<file path="src/rtl/var_delay_line_if.sv">
// rtl/var_delay_line_if.sv - sample-stream and delay-control bundle for var_delay_line
interface var_delay_line_if #(
   parameter int WIDTH = 18,
   parameter int SEL_W = 3
);
   logic                    sam_clk_en;
   logic                    flush;
   logic signed [WIDTH-1:0] sig_in;
   logic [SEL_W-1:0]        delay_sel;
   logic                    delay_load;
   logic signed [WIDTH-1:0] sig_out;
   logic                    out_valid;
   logic                    delay_pending;
   logic [SEL_W-1:0]        active_delay;

   modport master (
      output sam_clk_en, flush, sig_in, delay_sel, delay_load,
      input  sig_out, out_valid, delay_pending, active_delay
   );

   modport slave (
      input  sam_clk_en, flush, sig_in, delay_sel, delay_load,
      output sig_out, out_valid, delay_pending, active_delay
   );
endinterface

</file>
<file path="src/rtl/var_delay_line.sv">
// rtl/var_delay_line.sv - sample-enable-gated delay line with runtime delay 0..MAX_DELAY
// Delay changes land only on sample boundaries; flush empties the line but keeps the programmed delay.
module var_delay_line #(
   parameter int WIDTH     = 18,
   parameter int MAX_DELAY = 6,
   parameter int SEL_W     = 3
) (
   input  logic            sys_clk,
   input  logic            reset,
   var_delay_line_if.slave bus
);
   localparam logic [SEL_W-1:0] MAX_SEL = SEL_W'(MAX_DELAY);

   logic signed [WIDTH-1:0] d_q [1:MAX_DELAY];
   logic signed [WIDTH-1:0] d_d [1:MAX_DELAY];
   logic [SEL_W-1:0]        fill_q, fill_d;
   logic signed [WIDTH-1:0] sig_out_q, sig_out_d;
   logic                    out_valid_q, out_valid_d;
   logic [SEL_W-1:0]        active_q, active_d;
   logic [SEL_W-1:0]        pend_delay_q, pend_delay_d;
   logic                    pend_flag_q, pend_flag_d;

   logic [SEL_W-1:0]        req;
   logic [SEL_W-1:0]        eff_delay;
   logic signed [WIDTH-1:0] tap;
   logic                    advance;

   always_comb begin
      req       = (bus.delay_sel > MAX_SEL) ? MAX_SEL : bus.delay_sel;
      // A load coinciding with the enable takes effect immediately, bypassing the pending slot.
      eff_delay = bus.delay_load ? req : (pend_flag_q ? pend_delay_q : active_q);
      advance   = bus.sam_clk_en && !bus.flush;

      tap = bus.sig_in;
      for (int i = 1; i <= MAX_DELAY; i++) begin
         if (eff_delay == SEL_W'(i)) begin
            tap = d_q[i];
         end
      end
   end

   always_comb begin
      d_d          = d_q;
      fill_d       = fill_q;
      sig_out_d    = sig_out_q;
      out_valid_d  = out_valid_q;
      active_d     = active_q;
      pend_delay_d = pend_delay_q;
      pend_flag_d  = pend_flag_q;

      if (bus.flush) begin
         for (int i = 1; i <= MAX_DELAY; i++) begin
            d_d[i] = '0;
         end
         fill_d      = '0;
         sig_out_d   = '0;
         out_valid_d = 1'b0;
      end else if (bus.sam_clk_en) begin
         d_d[1] = bus.sig_in;
         for (int i = 2; i <= MAX_DELAY; i++) begin
            d_d[i] = d_q[i-1];
         end
         fill_d      = (fill_q == MAX_SEL) ? fill_q : fill_q + SEL_W'(1);
         sig_out_d   = tap;
         out_valid_d = (eff_delay == '0) || (fill_q >= eff_delay);
         active_d    = eff_delay;
         pend_flag_d = 1'b0;
      end

      // A flushed enable does not apply anything, so a load there stays pending.
      if (bus.delay_load) begin
         pend_delay_d = req;
         if (!advance) begin
            pend_flag_d = 1'b1;
         end
      end
   end

   always_ff @(posedge sys_clk) begin
      if (reset) begin
         for (int i = 1; i <= MAX_DELAY; i++) begin
            d_q[i] <= '0;
         end
         fill_q       <= '0;
         sig_out_q    <= '0;
         out_valid_q  <= 1'b0;
         active_q     <= '0;
         pend_delay_q <= '0;
         pend_flag_q  <= 1'b0;
      end else begin
         for (int i = 1; i <= MAX_DELAY; i++) begin
            d_q[i] <= d_d[i];
         end
         fill_q       <= fill_d;
         sig_out_q    <= sig_out_d;
         out_valid_q  <= out_valid_d;
         active_q     <= active_d;
         pend_delay_q <= pend_delay_d;
         pend_flag_q  <= pend_flag_d;
      end
   end

   assign bus.sig_out       = sig_out_q;
   assign bus.out_valid     = out_valid_q;
   assign bus.delay_pending = pend_flag_q;
   assign bus.active_delay  = active_q;
endmodule

</file>
<file path="src/flat_wrapper.sv">
// flat-port wrapper written by rule: the top's interface ports become plain ports
module var_delay_line_flat 
#(
   parameter int WIDTH     = 18,
   parameter int MAX_DELAY = 6,
   parameter int SEL_W     = 3
)
  (sys_clk, reset, bus_sam_clk_en, bus_flush, bus_sig_in, bus_delay_sel, bus_delay_load, bus_sig_out, bus_out_valid, bus_delay_pending, bus_active_delay);
  var_delay_line_if #(.WIDTH(WIDTH), .SEL_W(SEL_W)) bus_i ();
  input  logic sys_clk;
  input  logic reset;
  input wire logic [$bits(bus_i.sam_clk_en)-1:0] bus_sam_clk_en;
  input wire logic [$bits(bus_i.flush)-1:0] bus_flush;
  input wire logic [$bits(bus_i.sig_in)-1:0] bus_sig_in;
  input wire logic [$bits(bus_i.delay_sel)-1:0] bus_delay_sel;
  input wire logic [$bits(bus_i.delay_load)-1:0] bus_delay_load;
  output wire logic [$bits(bus_i.sig_out)-1:0] bus_sig_out;
  output wire logic [$bits(bus_i.out_valid)-1:0] bus_out_valid;
  output wire logic [$bits(bus_i.delay_pending)-1:0] bus_delay_pending;
  output wire logic [$bits(bus_i.active_delay)-1:0] bus_active_delay;
  assign bus_i.sam_clk_en = bus_sam_clk_en;
  assign bus_i.flush = bus_flush;
  assign bus_i.sig_in = bus_sig_in;
  assign bus_i.delay_sel = bus_delay_sel;
  assign bus_i.delay_load = bus_delay_load;
  assign bus_sig_out = bus_i.sig_out;
  assign bus_out_valid = bus_i.out_valid;
  assign bus_delay_pending = bus_i.delay_pending;
  assign bus_active_delay = bus_i.active_delay;
  var_delay_line #(.WIDTH(WIDTH), .MAX_DELAY(MAX_DELAY), .SEL_W(SEL_W)) u_core (.sys_clk(sys_clk), .reset(reset), .bus(bus_i));
endmodule
</file>
<file path="config.mk">
export PLATFORM = sky130hd
export DESIGN_NAME = var_delay_line_flat
export DESIGN_NICKNAME = d
export VERILOG_FILES = /design/src/rtl/var_delay_line_if.sv /design/src/rtl/var_delay_line.sv /design/src/flat_wrapper.sv
export SDC_FILE = /design/constraint.sdc
export NUM_CORES = 1
export LEC_CHECK = 0
export ABC_CLOCK_PERIOD_IN_PS = 2250
export CAP_MARGIN = 20
export CORE_MARGIN = 5
export CORE_UTILIZATION = 45
export CTS_CLUSTER_DIAMETER = 100
export DETAILED_ROUTE_END_ITERATION = 10
export PLACE_DENSITY = 0.69
export RECOVER_POWER = 50
export SYNTH_ARGS = -nofsm -noshare
export SYNTH_HDL_FRONTEND = slang
export SYNTH_SLANG_ARGS = --single-unit
</file>
<file path="constraint.sdc">
create_clock -name sys_clk -period 2.25 [get_ports sys_clk]
set_input_delay 0.45 -clock sys_clk [delete_from_list [all_inputs] [get_ports sys_clk]]
set_output_delay 0.45 -clock sys_clk [all_outputs]
set_load 0.05 [all_outputs]
</file>
## After elaboration in Yosys (flattened, before gate mapping)

Cells that the tools add are included.

| storage, ports and cells | value |
|---|---|
| bits in registers | 137 |
| input bits | 26 |
| output and inout bits | 23 |

| operators by class | value |
|---|---|
| $add $sub $neg | 1 |
| order comparisons | 2 |
| equal/unequal tests | 7 |
| muxes and demuxes | 13 |
| bitwise logic cells | 2 |
| reduce and logical (&&, ||, !) cells | 7 |

Operators by type and width:

| cell | number |
|---|---|
| $mux 18 | 6 |
| $eq 3x3->1 const B | 4 |
| $mux 3 | 3 |
| $eq 3x2->1 const B | 2 |
| $mux 1 | 4 |
| $reduce_and 2->1 | 2 |
| $add 3x1->3 const B | 1 |
| $eq 3x1->1 const B | 1 |
| $ge 3x3->1 | 1 |
| $gt 3x3->1 const B | 1 |
| $logic_not 3->1 | 1 |
| $not 1->1 | 2 |
| $reduce_or 2->1 | 1 |
| $logic_and 1x1->1 | 1 |
| $logic_not 1->1 | 1 |
| $logic_or 1x1->1 | 1 |

## Longest topological paths before layout

| depth | value |
|---|---|
| word-level depth | 10 |
| gate-level depth with buffers | 12 |

## Worst setup path before layout

No wires, ideal clock.

| path | value |
|---|---|
| kind | reg2reg |
| start point | register (tool-made name) |
| end point | register u_core.out_valid_q, in the netlist u_core.bus.out_valid |
| library setup time | 0.149 ns |
| data arrival time | 2.392 ns |
| required time | 2.101 ns |
| path slack | -0.291 ns |
| cell stages (with the launch flop) | 12 |
| path buffers | 3 |
| clock period less this slack | 2.541 ns |
| cell sequence | dfxtp_1 > mux2i_1 > o22a_1 > buf_2 > inv_2 > buf_4 > buf_2 > ha_1 > nand2b_1 > a21o_1 > a21oi_1 > a31oi_1 |

RTL lines:

| item | line | text |
|---|---|---|
| to (signal assigned) | var_delay_line.sv:96 | `out_valid_q <= out_valid_d;` |
| to (decl) | var_delay_line.sv:18 | `logic out_valid_q, out_valid_d;` |

## Worst setup path in the final report

| path | value |
|---|---|
| start point | register u_core.sig_out_q[4], in the netlist u_core.bus.sig_out[4] |
| end point | output port bus_sig_out[4] |

RTL lines:

| item | line | text |
|---|---|---|
| from (decl) | var_delay_line.sv:17 | `logic signed [WIDTH-1:0] sig_out_q, sig_out_d;` |
| from (signal assigned) | var_delay_line.sv:95 | `sig_out_q <= sig_out_d;` |
| to (decl) | flat_wrapper.sv:17 | `output wire logic [$bits(bus_i.sig_out)-1:0] bus_sig_out;` |

No word-level cell between the ends.

==> flow_summary.json <==
{
  "slowest_stage": "clkdlybuf4s50_1",
  "rsz0062_at_grt": "false",
  "worstSetupStartpointType": "flip-flop",
  "synthToLayoutAreaGrowth_pct": 23.62,
  "fin_skew_ns": 0.005538,
  "tritoncts": "yes",
  "grt_pass1_wl_um": 26450,
  "path_cells": "clkdlybuf4s50_1",
  "gp_congestion": 0.8072,
  "cts_hold_buf": 0,
  "cts_root_buffer": "clkbuf_16",
  "core_mm2": 0.01330,
  "drt_wl_total_um": 15760,
  "worst_path_largest_cell_delay_ns": 0.85,
  "die_x_um": 126.9,
  "yosysSeqAreaShare_pct": 44.63,
  "yosys_warnings": 0,
  "placementRows": 42,
  "hold_path_class": "flip-flop to flip-flop",
  "antenna_found_initial": 0,
  "irDropWorstVdd_uv": 541.3,
  "crit_type": "flip-flop to primary output",
  "path_clk_slew_ns": 0.06,
  "clk_latency_ns": 0.42,
  "status": "completed",
  "grt_pass1_vias": 5158,
  "cts_setup_buffers": 0,
  "slew_violations": 0,
  "drc": 0,
  "cts_resized": 0,
  "finalPower_mw": 6.059,
  "synth_cells": 694,
  "clkSinkCount": 137,
  "drive_gt1_share_pct": 11.47,
  "nNetsFinal": 785,
  "groute.usage.overall_pct": 20.34,
  "power_density_mw_per_mm2": 797.7,
  "die_area_mm2": 0.01609,
  "syn_area_per_cell_um2": 8.854,
  "tns_ns": 0,
  "initial_core_util_pct": 46.22,
  "max-cap-violations": 0,
  "synth_area_mm2": 0.006145,
  "io_buffers": 48,
  "drtIter0Drc": 495,
  "finalCritPeriodShare_pct": 94.02,
  "ys.flop_type": "dfxtp_1",
  "worst_ep_arrival_time_ns": 1.67,
  "grt_max_degree": 76,
  "hold_viol": 0,
  "fp.dieH_um": 126.9,
  "hpwlAfterDp_um": 10910,
  "n_antenna_cell": 0,
  "fill_cells": 1136,
  "via_per_inst": 5.575,
  "io_pins": 49,
  "clock_path_buffers": 2,
  "ys_async_sr_fraction_pct": 0,
  "cts_inserted_buffers": 17,
  "h-tree-depth": 4,
  "firstDrtPassIters": 5,
  "critPathTopFamily": "buffers and inverters",
  "syn-num-nets": 725,
  "overflow": 0,
  "num_vias": 5257,
  "routedWlPerCell_um": 16.71,
  "crit_path_end_kind": "primary output",
  "setup_viol": 0,
  "ys_types": 43,
  "required_ns": 1.80,
  "worst-path-max-fanout": 2,
  "synth_edf_count": 0,
  "min_period_ns": 2.115,
  "worst-path-buf-inv": 1,
  "leakage_nw": 2.992,
  "worstMarginPinSlew_ns": 0.8331,
  "ant_nets": 0,
  "max_freq_ghz": 0.4727,
  "ys_ff_latch": 137,
  "max_slew_margin_pct": 44.46
}
==> state kept, by name, summed over array words and instances, names as in the netlist, named ones only <==
signal and count:
u_core.bus.active_delay 3, u_core.pend_delay_q 3, u_core.bus.out_valid 1, u_core.bus.sig_out 18, u_core.fill_q 3, u_core.d_q 108
==> logic make-up after synthesis <==
| kind of cell | Yosys count | share of synthesized area, % |
|---|---|---|
| AND/OR/NAND/NOR | 232 | 15.09 |
| adder cells (fa/ha/maj) | 5 | 1.018 |
| flip-flops | 137 | 44.63 |
| buffers and inverters | 61 | 4.724 |
| AO/OA/AOI/OAI | 140 | 15.15 |
| XOR/XNOR | 1 | 0.1426 |
| multiplexers | 118 | 19.24 |
==> layout by cell type, fill, tap and decap left out, drive strengths merged, types with 4 or more instances in the layout <==
cell,count
dfxtp,137
nor2,127
mux2i,117
nand2,73
clkdlybuf4s50,46
buf,43
a21oi,38
o21ai,29
clkbuf,26
nand3,20
a211oi,17
o2bb2ai,16
o31ai,13
inv,7
nor3,6
ha,5
clkinv,5
o21a,4
a222oi,4
==> power breakdown <==
part	internal, mW	total (mW)	switching (mW)	leakage [nW]
logic	0.317	0.757	0.440	1.60
clock network	1.76	2.81	1.04	0.287
registers	2.46	2.50	0.0318	1.11
total	4.55	6.06	1.51	2.99
==> final timing paths <==
check / from / endpoint / slack (ns) / cells past startpoint
hold reg to reg: u_core.bus.sig_out[8] / u_core.bus.sig_out[8] / 0.46 / 2
hold / removal: u_core.bus.sig_out[8] / u_core.bus.sig_out[8] / 0.46 / 2
setup / recovery: u_core.bus.sig_out[4] / bus_sig_out[4] / 0.13 / 1
setup reg to reg: flip-flop / u_core.bus.sig_out[14] / 0.27 / 7
==> cell usage after synthesis, types with 4 or more instances <==
cell,instances,area (µm²)
nand2_1,73,274.0
nand3_1,20,100.1
a211oi_1,17,127.6
a222oi_1,4,40.04
o21a_1,4,30.03
buf_2,10,50.05
buf_1,9,33.78
nor2_1,125,469.2
o21ai_0,27,135.1
mux2i_1,117,1171
buf_6,5,56.30
dfxtp_1,137,2743
o31ai_1,13,97.59
o2bb2ai_1,16,140.1
a21oi_1,38,190.2
ha_1,5,62.56
clkbuf_1,28,105.1
nor3_1,6,30.03
==> area by class of cell <==
cell class | instances | area (µm²) | area share, %
Clock buffer | 20 | 446.7 | 5.880
Clock inverter | 12 | 147.6 | 1.944
Inverter | 6 | 25.02 | 0.3294
Multi-Input combinational cell | 496 | 3112 | 40.97
Sequential cell | 137 | 2748 | 36.17
Tap cell | 176 | 220.2 | 2.899
Timing Repair Buffer | 96 | 897.1 | 11.81
==> through the flow <==
step           instance area [µm²]  utilization, %  hold WS, ns  worst slack (ns)  instances
2_1_floorplan                 6158               -       0.4360          0.008411        694
3_3_place_gp                  7024           52.83       0.4462           -0.1189        911
3_5_place_dp                  7024           52.83       0.4612           -0.1989        911
4_1_cts                       7619           57.30       0.3621            0.1242        943
5_1_grt                       7596           57.13       0.4961           0.07199        943
6_report                      7596           57.13       0.4634            0.1345        943
==> layer usage <==
layer | global-route usage, % | part of all wire [%] | routed length (µm) | vias to the layer above
li1 | - | - | - | 2552
met3 | 4.960 | 4.8 | 750 | 23
met5 | 0 | 0 | 0 | -
met4 | 8.454 | 1.6 | 260 | 0
met1 | 28.38 | 49 | 7688 | 2528
met2 | 30.07 | 45 | 7058 | 154
(Power assumes the default switching activity.)
